### src/rtl/result_drain_if.sv
// Handshake bundle for result_drain: frame capture on the in_* side, beat drain on the out_* side.
interface result_drain_if #(
  parameter int IN_WIDTH  = 512,
  parameter int OUT_WIDTH = 64
);
  logic                 in_valid;
  logic [IN_WIDTH-1:0]  in_data;
  logic                 in_ready;
  logic                 out_valid;
  logic                 out_ready;
  logic [OUT_WIDTH-1:0] out_data;
  logic                 out_last;

  // master drives frames in and accepts beats out; slave is the drain block itself
  modport master (
    output in_valid, in_data, out_ready,
    input  in_ready, out_valid, out_data, out_last
  );

  modport slave (
    input  in_valid, in_data, out_ready,
    output in_ready, out_valid, out_data, out_last
  );
endinterface

### src/rtl/result_drain.sv
// Two-entry ping-pong frame buffer that serialises wide result frames into OUT_WIDTH beats.
module result_drain #(
  parameter int IN_WIDTH  = 512,
  parameter int OUT_WIDTH = 64,
  parameter bit LSB_FIRST = 1'b1
) (
  input  logic          clk,
  input  logic          reset_n,
  input  logic          flush,
  result_drain_if.slave bus,
  output logic          frame_done,
  output logic [1:0]    occupancy
);

  localparam int BEATS  = IN_WIDTH / OUT_WIDTH;
  localparam int BEAT_W = (BEATS > 1) ? $clog2(BEATS) : 1;
  localparam logic [BEAT_W-1:0] LAST_BEAT = BEAT_W'(BEATS - 1);

  generate
    if ((IN_WIDTH % OUT_WIDTH) != 0 || BEATS < 2) begin : g_bad_params
      $error("result_drain: IN_WIDTH must be a multiple of OUT_WIDTH with at least 2 beats");
    end
  endgenerate

  logic [IN_WIDTH-1:0]  mem [2];
  logic                 wr_ptr;
  logic                 rd_ptr;
  logic [1:0]           count;
  logic [BEAT_W-1:0]    beat_idx;
  logic [BEAT_W-1:0]    slice_idx;
  logic [IN_WIDTH-1:0]  head;
  logic [OUT_WIDTH-1:0] head_beats [BEATS];
  logic                 push;
  logic                 beat_hs;
  logic                 pop;

  // in_ready and out_valid come from registered state only, so out_ready never reaches in_ready
  assign bus.in_ready  = (count != 2'd2);
  assign bus.out_valid = (count != 2'd0) && !flush;
  assign bus.out_last  = bus.out_valid && (beat_idx == LAST_BEAT);

  assign push    = bus.in_valid && bus.in_ready && !flush;
  assign beat_hs = bus.out_valid && bus.out_ready;
  assign pop     = beat_hs && bus.out_last;

  assign head      = mem[rd_ptr];
  assign slice_idx = LSB_FIRST ? beat_idx : (LAST_BEAT - beat_idx);

  for (genvar b = 0; b < BEATS; b++) begin : g_slice
    assign head_beats[b] = head[b*OUT_WIDTH +: OUT_WIDTH];
  end

  assign bus.out_data = bus.out_valid ? head_beats[slice_idx] : '0;
  assign occupancy    = count;

  // NOTE: frame storage has no reset; only control state decides what is valid, and a
  // resettable 2 x IN_WIDTH array would just cost reset fan-out for no functional gain.
  always_ff @(posedge clk) begin
    if (push) begin
      mem[wr_ptr] <= bus.in_data;
    end
  end

  // NOTE: state registers use non-blocking assignments so every update in this block
  // sees the pre-edge values of count/pointers, independent of statement order.
  always_ff @(posedge clk or negedge reset_n) begin
    if (!reset_n) begin
      count      <= 2'd0;
      wr_ptr     <= 1'b0;
      rd_ptr     <= 1'b0;
      beat_idx   <= '0;
      frame_done <= 1'b0;
    end else if (flush) begin
      count      <= 2'd0;
      wr_ptr     <= 1'b0;
      rd_ptr     <= 1'b0;
      beat_idx   <= '0;
      frame_done <= 1'b0;
    end else begin
      frame_done <= pop;
      if (push) begin
        wr_ptr <= ~wr_ptr;
      end
      if (pop) begin
        rd_ptr <= ~rd_ptr;
      end
      if (beat_hs) begin
        beat_idx <= bus.out_last ? '0 : beat_idx + 1'b1;
      end
      // a capture coinciding with a last-beat pop leaves the count unchanged
      case ({push, pop})
        2'b10:   count <= count + 2'd1;
        2'b01:   count <= count - 2'd1;
        default: count <= count;
      endcase
    end
  end

endmodule

### src/flat_wrapper.sv
// flat-port wrapper written by rule: the top's interface ports become plain ports
module result_drain_flat 
#(
  parameter int IN_WIDTH  = 512,
  parameter int OUT_WIDTH = 64,
  parameter bit LSB_FIRST = 1'b1
)
  (clk, reset_n, flush, frame_done, occupancy, bus_in_valid, bus_in_data, bus_out_ready, bus_in_ready, bus_out_valid, bus_out_data, bus_out_last);
  result_drain_if #(.IN_WIDTH(IN_WIDTH), .OUT_WIDTH(OUT_WIDTH)) bus_i ();
  input  logic clk;
  input  logic reset_n;
  input  logic flush;
  output logic frame_done;
  output logic [1:0] occupancy;
  input wire logic [$bits(bus_i.in_valid)-1:0] bus_in_valid;
  input wire logic [$bits(bus_i.in_data)-1:0] bus_in_data;
  input wire logic [$bits(bus_i.out_ready)-1:0] bus_out_ready;
  output wire logic [$bits(bus_i.in_ready)-1:0] bus_in_ready;
  output wire logic [$bits(bus_i.out_valid)-1:0] bus_out_valid;
  output wire logic [$bits(bus_i.out_data)-1:0] bus_out_data;
  output wire logic [$bits(bus_i.out_last)-1:0] bus_out_last;
  assign bus_i.in_valid = bus_in_valid;
  assign bus_i.in_data = bus_in_data;
  assign bus_i.out_ready = bus_out_ready;
  assign bus_in_ready = bus_i.in_ready;
  assign bus_out_valid = bus_i.out_valid;
  assign bus_out_data = bus_i.out_data;
  assign bus_out_last = bus_i.out_last;
  result_drain #(.IN_WIDTH(IN_WIDTH), .OUT_WIDTH(OUT_WIDTH), .LSB_FIRST(LSB_FIRST)) u_core (.clk(clk), .reset_n(reset_n), .flush(flush), .bus(bus_i), .frame_done(frame_done), .occupancy(occupancy));
endmodule
### config.mk
export PLATFORM = sky130hd
export DESIGN_NAME = result_drain_flat
export DESIGN_NICKNAME = d
export VERILOG_FILES = /design/src/rtl/result_drain_if.sv /design/src/rtl/result_drain.sv /design/src/flat_wrapper.sv
export SDC_FILE = /design/constraint.sdc
export NUM_CORES = 1
export LEC_CHECK = 0
export BUFFER_PORTS_ARGS = -buffer_cell sky130_fd_sc_hd__clkbuf_2
export CAP_MARGIN = 5
export CORE_MARGIN = 2
export CORE_UTILIZATION = 35
export CTS_CLUSTER_DIAMETER = 60
export DETAILED_ROUTE_END_ITERATION = 8
export PLACE_DENSITY = 0.5
export RECOVER_POWER = 25
export SLEW_MARGIN = 20
export SYNTH_ARGS = -nofsm -noshare
export SYNTH_HDL_FRONTEND = slang
export SYNTH_SLANG_ARGS = --single-unit
### constraint.sdc
create_clock -name clk -period 57.2 [get_ports clk]
set_input_delay 11.44 -clock clk [delete_from_list [all_inputs] [get_ports clk]]
set_output_delay 11.44 -clock clk [all_outputs]
set_load 0.01 [all_outputs]
# [Word level (Yosys, flattened, before mapping)]
# Memories as Yosys holds them, arrays and structs flattened.
# Index checks and enable logic that the tools add are counted.
[word_totals] inputBits=517 ff_bits=8 ramBits=1024 mem_count=1
[classes] mux=16 bitwise=3 eq_ne=4 n_lt_le_gt_ge=1 n_reduce_logical=12 add_sub_neg=3
[memory_table] memory="u_core.mem" words=2 word_bits=512 rd=1 rd_ports_with_merged_regs=0 wr=1 line="result_drain.sv:25" source="logic [IN_WIDTH-1:0] mem [2];"
[op_table] cell="binary-select mux 64 bit (select 3 bit)" n=1
[op_table] cell="2-to-1 mux 64 bit" n=3
[op_table] cell="2-to-1 mux 3 bit" n=3
[op_table] cell="nonzero test 2 bit" n=4
[op_table] cell="2-to-1 mux 1 bit" n=7
[op_table] cell="logical AND 1 bit" n=6
[op_table] cell=">= comparator 4 bit (second input constant)" n=1
[op_table] cell="NOT 3 -> 4 bit" n=1
[op_table] cell="one-hot mux 2 bit (2 select lines)" n=1
[op_table] cell="adder 3 x 1 -> 3 bit (second input constant)" n=1
[op_table] cell="== test 3 bit (second input constant)" n=1
[op_table] cell="nonzero test 3 bit" n=1
[op_table] cell="adder 2 x 1 -> 2 bit (second input constant)" n=1
[op_table] cell="== test 2 x 1 -> 1 bit (second input constant)" n=1
[op_table] cell="== test 2 bit (second input constant)" n=1
[op_table] cell="2-to-1 mux 2 bit" n=1
[op_table] cell="inequality test 2 bit (second input constant)" n=1
[op_table] cell="NOT 1 bit" n=2
[op_table] cell="subtractor 2 x 1 -> 2 bit (second input constant)" n=1
[op_table] cell="logical NOT 1 bit" n=1

# [Logic depth before layout (Yosys ltp)]
[depth] depth_word=7 ltp_mapped=7

# [Least setup slack after synthesis]
# No wires, ideal clock.
[synth_path] path_type="input to register" from="input port flush" to="memory u_core.mem[1][0] (enable)" stages=2 arrival_ps=48331 setup_ps=2115 path_slack_ps=6754 t_required_ps=55085 cell_sequence="buf_2 -> nor3b_1"
[synth_via] elab_chain_len=4
[synth_lines] element="from (decl)" line="flat_wrapper.sv:12" source="input logic flush;"
[synth_lines] element="logical NOT 1 bit" line="result_drain.sv:42" source="assign push = bus.in_valid && bus.in_ready && !flush;"
[synth_lines] element="logical AND 1 bit" line="result_drain.sv:42"
[synth_lines] element="2-to-1 mux 1 bit" line="result_drain.sv:59" source="if (push) begin"
[synth_lines] element="2-to-1 mux 1 bit (implied by the code)" line="result_drain.sv:60" source="mem[wr_ptr] <= bus.in_data;"
[synth_lines] element="to (decl)" line="result_drain.sv:25"
# No other way between the ends.

# [Worst setup path after layout]
[layout_path] from="input port flush" to="output port bus_out_data[38]"
[layout_via] elab_chain_len=3
[layout_lines] element="logical NOT 1 bit" line="result_drain.sv:39" source="assign bus.out_valid = (count != 2'd0) && !flush;"
[layout_lines] element="logical AND 1 bit" line="result_drain.sv:39"
[layout_lines] element="2-to-1 mux 64 bit" line="result_drain.sv:53" source="assign bus.out_data = bus.out_valid ? head_beats[slice_idx] : '0;"
[layout_lines] element="to (decl)" line="flat_wrapper.sv:20" source="output wire logic [$bits(bus_i.out_data)-1:0] bus_out_data;"
# No other way between the ends.

==> impl_metrics.tcl <==
set metrics [dict create \
    synth.cell_area_um2 39800 \
    p_per_area_nw_per_um2 34.7 \
    criticalPathCategory "input pin to output port" \
    cts.sinks 1032 \
    synthXorXnorAreaFrac_pct 0 \
    synth_mux_area_share_pct 14.7 \
    p_switching_mw 0.351 \
    fin_nets 2896 \
    hp-class "flop to flop" \
    finalSetupViolCount 0 \
    num_io_pins 587 \
    vias_per_cell 5.24 \
    cts_resized 0 \
    cts_buffers 114 \
    arrival_ns 13.84 \
    period_minus_slack_ns 25.28 \
    dp_hpwl_um 66400 \
    status "finished clean" \
    cts_max_path_buffers 3 \
    synth_compound_area_share_pct 0.236 \
    switching_share_pct 21.4 \
    crit_family "buffers and inverters" \
    synth-seq-cells 1032 \
    dr_total_vias 20927 \
    fp.dieH_um 341 \
    start_kind "input pin" \
    max_slew_margin_pct 22.4 \
    wire_per_inst_um 26.2 \
    synth_fp_nets 2309 \
    clk_pin_slew_ns 0.05 \
    area_delta_synth_final_pct 19.1 \
    dieArea_um2 117000 \
    drt_wl_total_um 105000 \
    cts_tree "done" \
    synthAdderAreaFrac_pct 0.0628 \
    nFillCells 10109 \
    skew_ns 0.0265 \
    crit_slowest_cell "buf_4" \
    hold_buffers 0 \
    synthCells 1790 \
    grt_max_degree 172 \
    core_um2 113000 \
    insertion_delay_ns 0.70 \
    groute.usage.overall_pct 17.7 \
    required_ns 45.76 \
    synth_simple_gate_area_share_pct 5.24 \
    report.final.slew_viol_count 0 \
    period_share_pct 44.2 \
    seqCellArea_um2 31000 \
    grt_setup_unrepaired "false" \
    drive_gt1_share_pct 32.2 \
    p_int_mw 1.29 \
    cp-end-kind "output port" \
    synth_cell_types 34 \
    antenna_found_initial 52 \
    hold_ws_ns 0.602 \
    grt_pass1_wl_um 151000 \
    portBuffers 586 \
    syn_avg_cell_area_um2 22.2 \
    drt_iter0_markers 1356 \
    drtPass1Iterations 4 \
    die_w_um 341 \
    seqPwrFrac_pct 53.0 \
    finalPower_mw 1.64 \
    ys_seq_area_share_pct 77.7 \
    p_clk_share_pct 41.5 \
    power_leakage_nw 15.1 \
    h-tree-depth 3 \
    cpPeakStageDelay_ns 0.77 \
    crit_path_max_fanout 90 \
    crit_chain "clkbuf_2 > o21bai_1 > inv_8 > buf_4 > nand4_1 > nand4_1 > clkbuf_2" \
    postRouteAntennaNets 0 \
    post_cts_buffers 0 \
    fin_ws_ns 31.93 \
    clock.fmax_ghz 0.0396 \
    gp_congestion 0.796 \
    grt_overflow_total 0 \
    grt_pass1_vias 22338 \
    rows 123 \
    synth_top_family_by_area "multiplexers" \
    drv_cap 0 \
    multiInputGateArea_um2 8060 \
    ir_drop_v 0.0000261 \
    hold_viol 0 \
    critPathBufInv 4 \
    yosys_warnings 0 \
    post-place-ws_ns 31.40 \
    cts_root_buf "clkbuf_16" \
    r2r_setup_slack_ns 53.84 \
    initial_core_util_pct 35.4 \
    tightest_slew_ns 1.16 \
    drc_errors 0 \
    p_comb_share_pct 5.5 \
    fin_tns_setup_ns 0 \
]
## logic make-up after synthesis
logic type | after synthesis
AO/OA/AOI/OAI | 15
adder cells (fa/ha/maj) | 2
buffers and inverters | 147
flip-flops | 1032
multiplexers | 258
AND/OR/NAND/NOR | 336
## layout make-up
cell class	instances	area share (%)
repair buffers	613	6.21
well taps	1500	3.96
inverters	5	0.0765
flip-flops and latches	1032	65.3
multi-input cells	611	17.0
clock inverters	57	1.02
clock buffers	148	6.29
diodes	27	0.142
## synth_stat cells (all sizes together)
| cell | count | area [um2] |
|---|---|---|
| o31ai | 2 | 15.0 |
| and2 | 2 | 12.5 |
| nand3 | 3 | 15.0 |
| a21o | 2 | 15.0 |
| a22o | 1 | 8.76 |
| inv | 5 | 18.8 |
| nor2b | 1 | 6.26 |
| edfxtp | 1024 | 30700 |
| nor3b | 1 | 7.51 |
| dfrtp | 8 | 200 |
| nand4 | 315 | 1970 |
| a31oi | 1 | 6.26 |
| o21bai | 1 | 7.51 |
| mux4 | 256 | 5830 |
| and3b | 1 | 8.76 |
| nor3 | 1 | 5.00 |
| ha | 2 | 25.0 |
| or3 | 2 | 12.5 |
| nand2b | 1 | 6.26 |
| nand2 | 5 | 18.8 |
| mux2i | 2 | 20.0 |
| nor2 | 2 | 7.51 |
| a21oi | 4 | 20.0 |
| o22ai | 1 | 6.26 |
| nand4b | 2 | 17.5 |
| buf | 83 | 583 |
| o21ai | 3 | 15.0 |
| clkbuf | 59 | 221 |
## final timing paths
kind	startpoint	to	cells after the start
min reg2reg	u_core.wr_ptr$_DFFE_PN0P_	u_core.wr_ptr$_DFFE_PN0P_	2
max	flush	bus_out_data[38]	7
min in group asynchronous	reset_n	u_core.frame_done$_DFF_PN0_	1
max in group asynchronous	reset_n	u_core.beat_idx[1]$_DFFE_PN0P_	1
min	u_core.wr_ptr$_DFFE_PN0P_	u_core.wr_ptr$_DFFE_PN0P_	2
max reg2reg	u_core.occupancy[1]$_DFFE_PN0P_	u_core.mem[1][10]$_DFFE_PP_	6
## layer usage
layer / global-route usage (%) / vias up / part of all wire, %
met5: 0 / - / 0.34
met4: 6.41 / 52 / 2.3
met3: 5.36 / 176 / 7.6
met2: 29.6 / 663 / 51
met1: 21.6 / 10946 / 39
li1: - / 9090 / -
## power groups by stage
stage,Sequential (mW),Combinational (mW),Clock (mW)
6_report,0.871,0.0899,0.683
5_1_grt,0.873,0.0976,0.734
4_1_cts,0.872,0.0937,0.704
3_5_place_dp,0.887,0.0933,0
3_3_place_gp,0.886,0.0912,0
2_1_floorplan,0.922,0.0474,0
## worst min-delay path: cells and delay by family, from the launching register on
| family | cells | cell delay, ns |
|---|---|---|
| DFF | 1 | 0.40 |
| AOI/OAI and AO/OA | 2 | 0.16 |
## sequential cells by signal (all words and copies together), names as in the netlist
signal	flops
u_core.mem	1024
u_core.beat_idx	3
u_core.occupancy	2
u_core.frame_done	1
u_core.rd_ptr	1
u_core.wr_ptr	1
## metrics by stage
step	area (um2)	std cells	util (%)
floorplan	39800	1790	-
global placement	44100	3760	39.2
detailed placement	44100	3760	39.2
CTS	47600	3965	42.2
global route	47400	3987	42.1
finish	47400	3993	42.1
## placed cells by master (no fill, tap or decap), types with 4 or more instances in the layout
cell type	n
nand4_1	315
buf_4	21
dfrtp_1	4
mux4_2	240
clkinv_4	4
nand2_1	5
buf_12	4
dfrtp_4	4
clkbuf_1	245
clkbuf_16	114
clkinv_1	28
edfxtp_1	1024
clkbuf_2	375
clkinv_2	10
a21oi_1	4
diode_2	27
bufinv_16	6
mux4_1	16
(Power assumes the default switching activity.)
